[config.mk]
export PLATFORM = sky130hd
export DESIGN_NAME = clio_pcsc_tx_flat
export DESIGN_NICKNAME = d
export VERILOG_FILES = /design/src/rtl/clio_video_pkg.sv /design/src/rtl/clio_pcsc_tx_if.sv /design/src/rtl/pcsc_shifter.sv /design/src/rtl/clio_pcsc_tx.sv /design/src/flat_wrapper.sv
export SDC_FILE = /design/constraint.sdc
export NUM_CORES = 1
export LEC_CHECK = 0
export BUFFER_PORTS_ARGS = -buffer_cell sky130_fd_sc_hd__clkbuf_2
export CAP_MARGIN = 40
export CELL_PAD_IN_SITES_DETAIL_PLACEMENT = 1
export CELL_PAD_IN_SITES_GLOBAL_PLACEMENT = 1
export CORE_UTILIZATION = 46
export CTS_CLUSTER_SIZE = 28
export DETAILED_ROUTE_END_ITERATION = 16
export PLACE_DENSITY = 0.84
export SYNTH_ARGS = -nofsm -noshare
export SYNTH_HDL_FRONTEND = slang
export SYNTH_SLANG_ARGS = --single-unit
[constraint.sdc]
create_clock -name clk_25m -period 5.4 [get_ports clk_25m]
set_clock_uncertainty 0.15 [all_clocks]
set_input_delay 1.08 -clock clk_25m [delete_from_list [all_inputs] [get_ports clk_25m]]
set_output_delay 1.08 -clock clk_25m [all_outputs]
set_load 0.01 [all_outputs]
[src/rtl/clio_video_pkg.sv]
// ----------------------------------------------------------------------------
// clio_video_pkg
// Timing constants and the PCSC flag word layout. The CLIO transmitter and
// the MADAM receiver both import this package, so they always agree on where
// each flag sits in the serial burst.
//
// Contents:
//   PCSC_BIT_*      position of each flag within the burst (1..7)
//   PCSC_BURST_LEN  start bit plus seven flag bits
//   *_TOTAL         default NTSC/PAL line and field lengths
//   pcsc_word_t     7-bit flag word, indexed by burst position
//   pack_pcsc_word  assembles the flag word from individual flags
// ----------------------------------------------------------------------------
package clio_video_pkg;

    localparam int PCSC_BIT_VZ = 1;
    localparam int PCSC_BIT_VN = 2;
    localparam int PCSC_BIT_F  = 3;
    localparam int PCSC_BIT_FC = 4;
    localparam int PCSC_BIT_VR = 5;
    localparam int PCSC_BIT_VD = 6;
    localparam int PCSC_BIT_VL = 7;

    localparam int PCSC_BURST_LEN = 8;

    localparam int NTSC_H_TOTAL = 1588;
    localparam int NTSC_V_TOTAL = 263;
    localparam int PAL_V_TOTAL  = 313;

    localparam int HCOUNT_W = 11;
    localparam int VCOUNT_W = 9;

    // Index N of the word is burst bit N, which lands in MADAM pcsc_reg[N].
    typedef logic [PCSC_BURST_LEN-1:1] pcsc_word_t;

    function automatic pcsc_word_t pack_pcsc_word(
        input logic vz,
        input logic vn,
        input logic f,
        input logic fc,
        input logic vr,
        input logic vd,
        input logic vl
    );
        pcsc_word_t w;
        w              = '0;
        w[PCSC_BIT_VZ] = vz;
        w[PCSC_BIT_VN] = vn;
        w[PCSC_BIT_F]  = f;
        w[PCSC_BIT_FC] = fc;
        w[PCSC_BIT_VR] = vr;
        w[PCSC_BIT_VD] = vd;
        w[PCSC_BIT_VL] = vl;
        return w;
    endfunction

endpackage

[src/rtl/clio_pcsc_tx_if.sv]
// ----------------------------------------------------------------------------
// clio_pcsc_tx_if
// Bundles the control inputs and the timing/PCSC outputs of clio_pcsc_tx.
//
//   enable       run timing (low holds counters at 0 and pcsc low)
//   pal_mode     VD source, applied at the next field boundary
//   forced_clut  FC source, sampled per line
//   virs_test    VR source, sampled per line
//   pcsc         serial start+flag stream
//   hcount       clock within line
//   vcount       line within field
//   field        field parity
//   line_start   one-cycle strobe coincident with the pcsc start bit
//
// master: the transmitter. slave: whoever drives the controls and watches
// the outputs.
// ----------------------------------------------------------------------------
interface clio_pcsc_tx_if;
    import clio_video_pkg::*;

    logic                enable;
    logic                pal_mode;
    logic                forced_clut;
    logic                virs_test;
    logic                pcsc;
    logic [HCOUNT_W-1:0] hcount;
    logic [VCOUNT_W-1:0] vcount;
    logic                field;
    logic                line_start;

    modport master (
        input  enable, pal_mode, forced_clut, virs_test,
        output pcsc, hcount, vcount, field, line_start
    );

    modport slave (
        output enable, pal_mode, forced_clut, virs_test,
        input  pcsc, hcount, vcount, field, line_start
    );

endinterface

[src/rtl/pcsc_shifter.sv]
// ----------------------------------------------------------------------------
// pcsc_shifter
// Serialises one PCSC burst: a start bit, then flag bits 1..7, LSB first.
// After the last flag, zeros shift out until the next load. This keeps pcsc
// low in the cycle before every start bit.
//
//   clk_25m   in   system clock
//   reset_n   in   async active-low reset
//   enable    in   low aborts any burst and forces pcsc low
//   load      in   the next cycle carries the start bit; word is captured
//   word      in   7-bit flag word (bit 1 goes out first)
//   pcsc      out  registered serial output
// ----------------------------------------------------------------------------
module pcsc_shifter
    import clio_video_pkg::*;
(
    input  logic       clk_25m,
    input  logic       reset_n,
    input  logic       enable,
    input  logic       load,
    input  pcsc_word_t word,
    output logic       pcsc
);

    logic [PCSC_BURST_LEN-2:0] shift_reg;

    // Dropping enable clears the shift register as well as pcsc. A burst that
    // was cut short then leaves nothing behind for the next line.
    always_ff @(posedge clk_25m or negedge reset_n) begin
        if (!reset_n) begin
            shift_reg <= '0;
            pcsc      <= 1'b0;
        end else if (!enable) begin
            shift_reg <= '0;
            pcsc      <= 1'b0;
        end else if (load) begin
            shift_reg <= word;
            pcsc      <= 1'b1;
        end else begin
            shift_reg <= {1'b0, shift_reg[PCSC_BURST_LEN-2:1]};
            pcsc      <= shift_reg[0];
        end
    end

endmodule

[src/rtl/clio_pcsc_tx.sv]
// ----------------------------------------------------------------------------
// clio_pcsc_tx
// CLIO video timing generator and PCSC transmitter. Runs the horizontal and
// vertical counters. Once per line, it sends a start bit plus seven flag bits
// on pcsc so MADAM can realign its hcount and latch the line/field flags.
//
//   clk_25m   in   system clock
//   reset_n   in   async active-low reset
//   bus       master modport of clio_pcsc_tx_if (controls in; pcsc, hcount,
//             vcount, field, line_start out)
//
// Parameters: H_TOTAL clocks per line; V_TOTAL_NTSC / V_TOTAL_PAL lines per
// field for VD=0 / VD=1.
// ----------------------------------------------------------------------------
module clio_pcsc_tx
    import clio_video_pkg::*;
#(
    parameter int H_TOTAL      = NTSC_H_TOTAL,
    parameter int V_TOTAL_NTSC = NTSC_V_TOTAL,
    parameter int V_TOTAL_PAL  = PAL_V_TOTAL
) (
    input logic             clk_25m,
    input logic             reset_n,
    clio_pcsc_tx_if.master  bus
);

    localparam logic [HCOUNT_W-1:0] H_LAST      = HCOUNT_W'(H_TOTAL - 1);
    localparam logic [VCOUNT_W-1:0] V_LAST_NTSC = VCOUNT_W'(V_TOTAL_NTSC - 1);
    localparam logic [VCOUNT_W-1:0] V_LAST_PAL  = VCOUNT_W'(V_TOTAL_PAL - 1);

    logic [HCOUNT_W-1:0] hcount_q, hcount_nxt;
    logic [VCOUNT_W-1:0] vcount_q, vcount_nxt;
    logic                field_q, field_nxt;
    logic                vd_q, vd_nxt;
    logic                running_q, running_nxt;
    logic                line_start_q, line_start_nxt;
    logic [VCOUNT_W-1:0] v_last_cur, v_last_nxt;
    pcsc_word_t          flag_word;

    assign v_last_cur = vd_q   ? V_LAST_PAL : V_LAST_NTSC;
    assign v_last_nxt = vd_nxt ? V_LAST_PAL : V_LAST_NTSC;

    // The next-cycle counter state is computed one clock ahead, because pcsc
    // and line_start are registered but must line up with hcount==0. running_q
    // marks the first enabled clock. On that clock the counters stay at line 0
    // and the first start bit is launched.
    always_comb begin
        hcount_nxt     = hcount_q;
        vcount_nxt     = vcount_q;
        field_nxt      = field_q;
        vd_nxt         = vd_q;
        running_nxt    = running_q;
        line_start_nxt = 1'b0;
        if (!bus.enable) begin
            hcount_nxt  = '0;
            vcount_nxt  = '0;
            field_nxt   = 1'b0;
            vd_nxt      = bus.pal_mode;
            running_nxt = 1'b0;
        end else if (!running_q) begin
            running_nxt    = 1'b1;
            line_start_nxt = 1'b1;
        end else if (hcount_q == H_LAST) begin
            hcount_nxt     = '0;
            line_start_nxt = 1'b1;
            if (vcount_q == v_last_cur) begin
                vcount_nxt = '0;
                field_nxt  = ~field_q;
                vd_nxt     = bus.pal_mode;
            end else begin
                vcount_nxt = vcount_q + 1'b1;
            end
        end else begin
            hcount_nxt = hcount_q + 1'b1;
        end
    end

    // The flags describe the line that is about to start. FC and VR are taken
    // from the inputs on the clock that opens the line, so a mid-line change
    // shows up only in the next burst.
    assign flag_word = pack_pcsc_word(
        vcount_nxt == '0,
        vcount_nxt[0],
        field_nxt,
        bus.forced_clut,
        bus.virs_test,
        vd_nxt,
        vcount_nxt == v_last_nxt
    );

    always_ff @(posedge clk_25m or negedge reset_n) begin
        if (!reset_n) begin
            hcount_q     <= '0;
            vcount_q     <= '0;
            field_q      <= 1'b0;
            vd_q         <= 1'b0;
            running_q    <= 1'b0;
            line_start_q <= 1'b0;
        end else begin
            hcount_q     <= hcount_nxt;
            vcount_q     <= vcount_nxt;
            field_q      <= field_nxt;
            vd_q         <= vd_nxt;
            running_q    <= running_nxt;
            line_start_q <= line_start_nxt;
        end
    end

    pcsc_shifter u_shifter (
        .clk_25m (clk_25m),
        .reset_n (reset_n),
        .enable  (bus.enable),
        .load    (line_start_nxt),
        .word    (flag_word),
        .pcsc    (bus.pcsc)
    );

    assign bus.hcount     = hcount_q;
    assign bus.vcount     = vcount_q;
    assign bus.field      = field_q;
    assign bus.line_start = line_start_q;

endmodule

[src/flat_wrapper.sv]
// flat-port wrapper written by rule: the top's interface ports become plain ports
module clio_pcsc_tx_flat import clio_video_pkg::*;
#(
    parameter int H_TOTAL      = NTSC_H_TOTAL,
    parameter int V_TOTAL_NTSC = NTSC_V_TOTAL,
    parameter int V_TOTAL_PAL  = PAL_V_TOTAL
)
  (clk_25m, reset_n, bus_enable, bus_pal_mode, bus_forced_clut, bus_virs_test, bus_pcsc, bus_hcount, bus_vcount, bus_field, bus_line_start);
  clio_pcsc_tx_if bus_i ();
  input logic clk_25m;
  input logic reset_n;
  input wire logic [$bits(bus_i.enable)-1:0] bus_enable;
  input wire logic [$bits(bus_i.pal_mode)-1:0] bus_pal_mode;
  input wire logic [$bits(bus_i.forced_clut)-1:0] bus_forced_clut;
  input wire logic [$bits(bus_i.virs_test)-1:0] bus_virs_test;
  output wire logic [$bits(bus_i.pcsc)-1:0] bus_pcsc;
  output wire logic [$bits(bus_i.hcount)-1:0] bus_hcount;
  output wire logic [$bits(bus_i.vcount)-1:0] bus_vcount;
  output wire logic [$bits(bus_i.field)-1:0] bus_field;
  output wire logic [$bits(bus_i.line_start)-1:0] bus_line_start;
  assign bus_i.enable = bus_enable;
  assign bus_i.pal_mode = bus_pal_mode;
  assign bus_i.forced_clut = bus_forced_clut;
  assign bus_i.virs_test = bus_virs_test;
  assign bus_pcsc = bus_i.pcsc;
  assign bus_hcount = bus_i.hcount;
  assign bus_vcount = bus_i.vcount;
  assign bus_field = bus_i.field;
  assign bus_line_start = bus_i.line_start;
  clio_pcsc_tx #(.H_TOTAL(H_TOTAL), .V_TOTAL_NTSC(V_TOTAL_NTSC), .V_TOTAL_PAL(V_TOTAL_PAL)) u_core (.clk_25m(clk_25m), .reset_n(reset_n), .bus(bus_i));
endmodule
# Word-level counts from Yosys, hierarchy flattened
# Cells that the tools add are included.
# Widths: inputs -> output; s select.
classes:
  add_sub_neg: 2
  n_eq_ne: 4
  mux: 25
  bitwise: 1
  reduce_logical: 1
ops:
  columns: ["cell", "n"]
  rows:
  - ["$mux 9", 4]
  - ["$mux 11", 3]
  - ["$eq 9x9->1", 2]
  - ["$mux 1", 14]
  - ["$mux 7", 2]
  - ["$mux 6", 2]
  - ["$add 11x1->11 const B", 1]
  - ["$eq 11x11->1 const B", 1]
  - ["$add 9x1->9 const B", 1]
  - ["$logic_not 9->1", 1]
  - ["$ne 2x1->1 const B", 1]
  - ["$not 1->1", 1]
word_totals:
  ff_bits: 32
  in_bits: 6
  output_inout_bits: 23
  word_cells: 41

# Logic depth before layout (Yosys ltp)
logic_depth:
  ltp_word: 10
  ltp_mapped: 8
  ltp_nobuf: 8

# Modules after synthesis
# Synthesis repeated with hierarchy kept, for this count alone.
unflattened:
  hier_cells: 198
  hier_area_um2: 1864.3
by_module_without_submodules:
  columns: ["module", "instances", "cells_each", "area_each_um2", "seq_area_each_um2"]
  rows:
  - ["clio_pcsc_tx", 1, 175, 1540.2, 600.6]
  - ["pcsc_shifter", 1, 23, 324.1, 200.2]

# Worst setup path before layout
# OpenSTA, ideal clock, no wires.
synth_path:
  kind: "input port to flip-flop"
  start: "in bus_enable"
  end: "reg u_core.u_shifter.shift_reg[0]"
  setup_time_ps: 122
  arrival_time_ps: 2029
  required_ps: 5128
  path_slack_ps: 3100
  stages: 6
  n_path_buf: 0
  cell_sequence: "clkinv_1 nor4b_1 a31oi_1 o31ai_1 nor3_1 a32o_1"
synth_via:
  elab_chain_cells: 4
  word_cells_on_any_way: 5
  cone_classes: "mux (4); reduce/logical (1)"
synth_lines:
  columns: ["item", "line_no", "text"]
  rows:
  - ["start: declaration", "flat_wrapper.sv:12", "input wire logic [$bits(bus_i.enable)-1:0] bus_enable;"]
  - ["$mux 9", "clio_pcsc_tx.sv:54", "if (!bus.enable) begin"]
  - ["net u_core.vcount_nxt[8]", "clio_pcsc_tx.sv:32", "logic [VCOUNT_W-1:0] vcount_q, vcount_nxt;"]
  - ["$logic_not 9->1", "clio_pcsc_tx.sv:82", "vcount_nxt == '0,"]
  - ["$mux 7", "pcsc_shifter.sv:36", "end else if (load) begin"]
  - ["$mux 7", "pcsc_shifter.sv:33", "end else if (!enable) begin"]
  - ["end signal: assignment", "pcsc_shifter.sv:37", "shift_reg <= word;"]
  - ["end signal: assignment", "pcsc_shifter.sv:40", "shift_reg <= {1'b0, shift_reg[PCSC_BURST_LEN-2:1]};"]
  - ["end: declaration", "pcsc_shifter.sv:25", "logic [PCSC_BURST_LEN-2:0] shift_reg;"]
# The timed path passes the listed nets, and every way through them passes these cells.
# A chain may end at the register's enable or synchronous reset.

# Final worst setup path
layout_path:
  start: "reg u_core.hcount_q[0], in the netlist u_core.bus.hcount[0]"
  end: "reg u_core.u_shifter.shift_reg[6]"
layout_via:
  word_cells_on_any_way: 14
  cone_classes: "eq/ne (2); mux (12)"
layout_rtl:
  columns: ["item", "line_no", "text"]
  rows:
  - ["start: declaration", "clio_pcsc_tx.sv:31", "logic [HCOUNT_W-1:0] hcount_q, hcount_nxt;"]
  - ["start signal: assignment", "clio_pcsc_tx.sv:100", "hcount_q <= hcount_nxt;"]
  - ["$eq 11x11->1", "clio_pcsc_tx.sv:63", "end else if (hcount_q == H_LAST) begin"]
  - ["$mux 9", "clio_pcsc_tx.sv:63", null]
  - ["$mux 9", "clio_pcsc_tx.sv:60", "end else if (!running_q) begin"]
  - ["$mux 9", "clio_pcsc_tx.sv:54", null]
  - ["net u_core.vcount_nxt[7]", "clio_pcsc_tx.sv:32", null]
  - ["$eq 9x9->1", "clio_pcsc_tx.sv:88", "vcount_nxt == v_last_nxt"]
  - ["$mux 7", "pcsc_shifter.sv:36", null]
  - ["$mux 7", "pcsc_shifter.sv:33", null]
# The timed path passes the listed nets, and every way through them passes these cells.

==> impl_metrics.toml <==
[status]
status = "complete, no violations"

[setup_path]
path_delay_family = "simple AND/OR/NAND/NOR gates"
worst_path_largest_cell_delay_ps = 430
cp-end-kind = "flip-flop"
required_ps = 5480
cp-start-kind = "flip-flop"
crit_fanout = 11
crit_buf_inv = 0
crit_slowest_cell = "nand4_1"
criticalPathCategory = "flip-flop to flip-flop"
crit_chain = "ha_1 > and4bb_2 > nand4_1 > nor4_2 > xnor2_1 > nor2_4 > nor4bb_2 > o211a_1"
crit_arrival_ps = 2950

[sta]
setup_viol = 0
slew_headroom_pct = 44.7
tightest_slew_ps = 830
final.setup.tns_ps = 0
rsz0062_at_grt = "false"
fmaxAchievable_ghz = 0.348
period_needed_ps = 2870
holdWs_ps = 321
finalMaxSlewViolations = 0
hold_viol_final = 0
finalCritPeriodShare_pct = 53.2

[grt]
overflow = 0
top_usage_layer = "met2"
use_met1_pct = 35.1
antenna_found_initial = 0
met3_usage_pct = 5.00
met2_usage_pct = 38.3
track_usage_pct = 25.0
grt_max_degree = 33
grt_pass1_vias = 1625
grt_pass1_wl_mm = 7.87

[clock_tree]
cts_tree = "built"
cts.sinks = 32
clock_latency_ps = 290
cts-resized-gates = 0
clockRootBuffer = "clkbuf_8"
cts_inserted_buffers = 5
clk_pin_slew_ps = 70
post_cts_buffers = 0
htreeDepth = 2
clock_path_buffers = 2
postCtsHoldBufs = 0

[drt]
drt_iter0_markers = 104
wirelength_mm = 4.70
wl_per_cell_um = 17.5
drc = 0
viasPerCell = 5.95
final_antenna_net_count = 0
drt_pass1_iterations = 4
num_vias = 1594

[layout]
fillers = 439
syn2layout_area_growth_pct = 14.3
drive_gt1_share_pct = 22.7
final_cell_mix = "dfrtp_1 (32), nand2_1 (30), clkbuf_2 (28), o21ai_0 (23), nor2_1 (14)"
multi_input_area_um2 = 932
final_nets = 227
final_cells = 268
largest_reg_flops = 11
final_common_cell = "dfrtp_1"
n_antenna_cell = 0
seq_area_um2 = 801

[synth]
async_reset_ff_share_pct = 100
synth_flop_cell = "dfrtp_1"
synth_cell_types = 53
synth_edf_count = 0
yosys_warnings = 0
ys_seq_elements = 32
syn-cell-area_mm2 = 0.00178
synth_nets = 199
synth-seq-area-share_pct = 45.0
avgSynthCellArea_um2 = 9.32
syn_inst = 191

[min_path]
hp-class = "flip-flop to flip-flop"

[place]
dpl.hpwl_mm = 3.25
place.gp.congestion = 0.825
port_buffers = 28
dp_cells = 260

[floorplanning]
start_util_pct = 48.2
ios = 29
rows = 22
dieArea_mm2 = 0.00412
fp.dieW_um = 64.2
fp.coreArea_mm2 = 0.00369
die_h_um = 64.2

[flow_run]
cap_violations = 0

[pwr]
vdd_drop_max_uv = 133
power_density_mw_per_mm2 = 240
p_leak_nw = 0.941
power.total_uw = 488
[Yosys cell counts, types with 2 or more instances]
master | n | share of area, %
and2_1 | 3 | 1.1
a21oi_2 | 2 | 0.98
nand4_1 | 2 | 0.70
nand2_1 | 30 | 6.3
nor2b_1 | 3 | 1.1
a21oi_1 | 7 | 2.0
or3_1 | 2 | 0.70
o21ai_1 | 2 | 0.56
mux2i_1 | 3 | 1.7
clkbuf_1 | 4 | 0.84
a21o_1 | 2 | 0.84
nor3_1 | 5 | 1.4
dfrtp_1 | 32 | 45
nor2_1 | 14 | 3.0
nor4_1 | 3 | 1.1
ha_1 | 2 | 1.4
nand3_1 | 9 | 2.5
and3_1 | 5 | 1.8
nor3b_1 | 4 | 1.7
o21ai_0 | 23 | 6.5
xor2_1 | 2 | 0.98
[per-layer routing]
| metal | up-vias | share of wire (%) | wire, µm |
|---|---|---|---|
| li1 | 743 | - | - |
| met1 | 809 | 47 | 2200 |
| met2 | 33 | 48 | 2270 |
| met3 | 9 | 3.2 | 152 |
| met4 | 0 | 1.6 | 76 |
| met5 | - | 0 | 0 |
[cell type report]
cell class	instances	area share (%)
repair buffers	28	6.89
clock inverters	2	0.492
inverters	2	0.369
flip-flops and latches	32	39.4
multi-input cells	150	45.8
clock buffers	6	4.06
well taps	48	2.95
[cells by family (layout without fill, tap and decap cells)]
kind of cell,after synthesis,after routing,share of synthesized area [%]
muxes,4,4,2.32
adders and majority gates,2,2,1.41
xor gates and xnor gates,3,3,1.48
and+or+nand+nor,94,94,30.9
AOI/OAI and AO/OA,47,47,16.3
buffers and inverters,9,38,2.60
DFF,32,32,45.0
[worst register-to-register path: stages, from the launching register on]
cell and delay (ps):
dfrtp_1 410, ha_1 230, and4bb_2 300, nand4_1 430
nor4_2 440, xnor2_1 220, nor2_4 60, nor4bb_2 370
o211a_1 210
[per-stage QoR]
step	instance area, µm²	setup slack, ps	util, %
3_3_place_gp	1940	2450	52.6
6_report	2030	2530	55.1
3_5_place_dp	1940	2370	52.6
2_1_floorplan	1780	3100	-
4_1_cts	2030	2510	55.1
5_1_grt	2030	2340	55.1
[path summary, 6_finish.rpt]
kind | endpoint | slack [ps] | startpoint | depth (start not counted)
min reg2reg | u_core.u_shifter.shift_reg[0] | 320 | u_core.u_shifter.shift_reg[1] | 1
max reg2reg | u_core.u_shifter.shift_reg[6] | 2530 | u_core.bus.hcount[0] | 8
min | u_core.u_shifter.shift_reg[0] | 320 | u_core.u_shifter.shift_reg[1] | 1
min in group asynchronous | u_core.bus.hcount[3] | 730 | reset_n | 1
max in group asynchronous | u_core.bus.hcount[4] | 3850 | reset_n | 1
max | u_core.u_shifter.shift_reg[6] | 2530 | u_core.bus.hcount[0] | 8
[where the power goes]
part	switching, mW	internal, mW	total [mW]
clock network	0.0925	0.102	0.194
logic	0.0265	0.0127	0.0391
registers	0.00808	0.246	0.254
total	0.127	0.361	0.488
(Power assumes the default switching activity.)
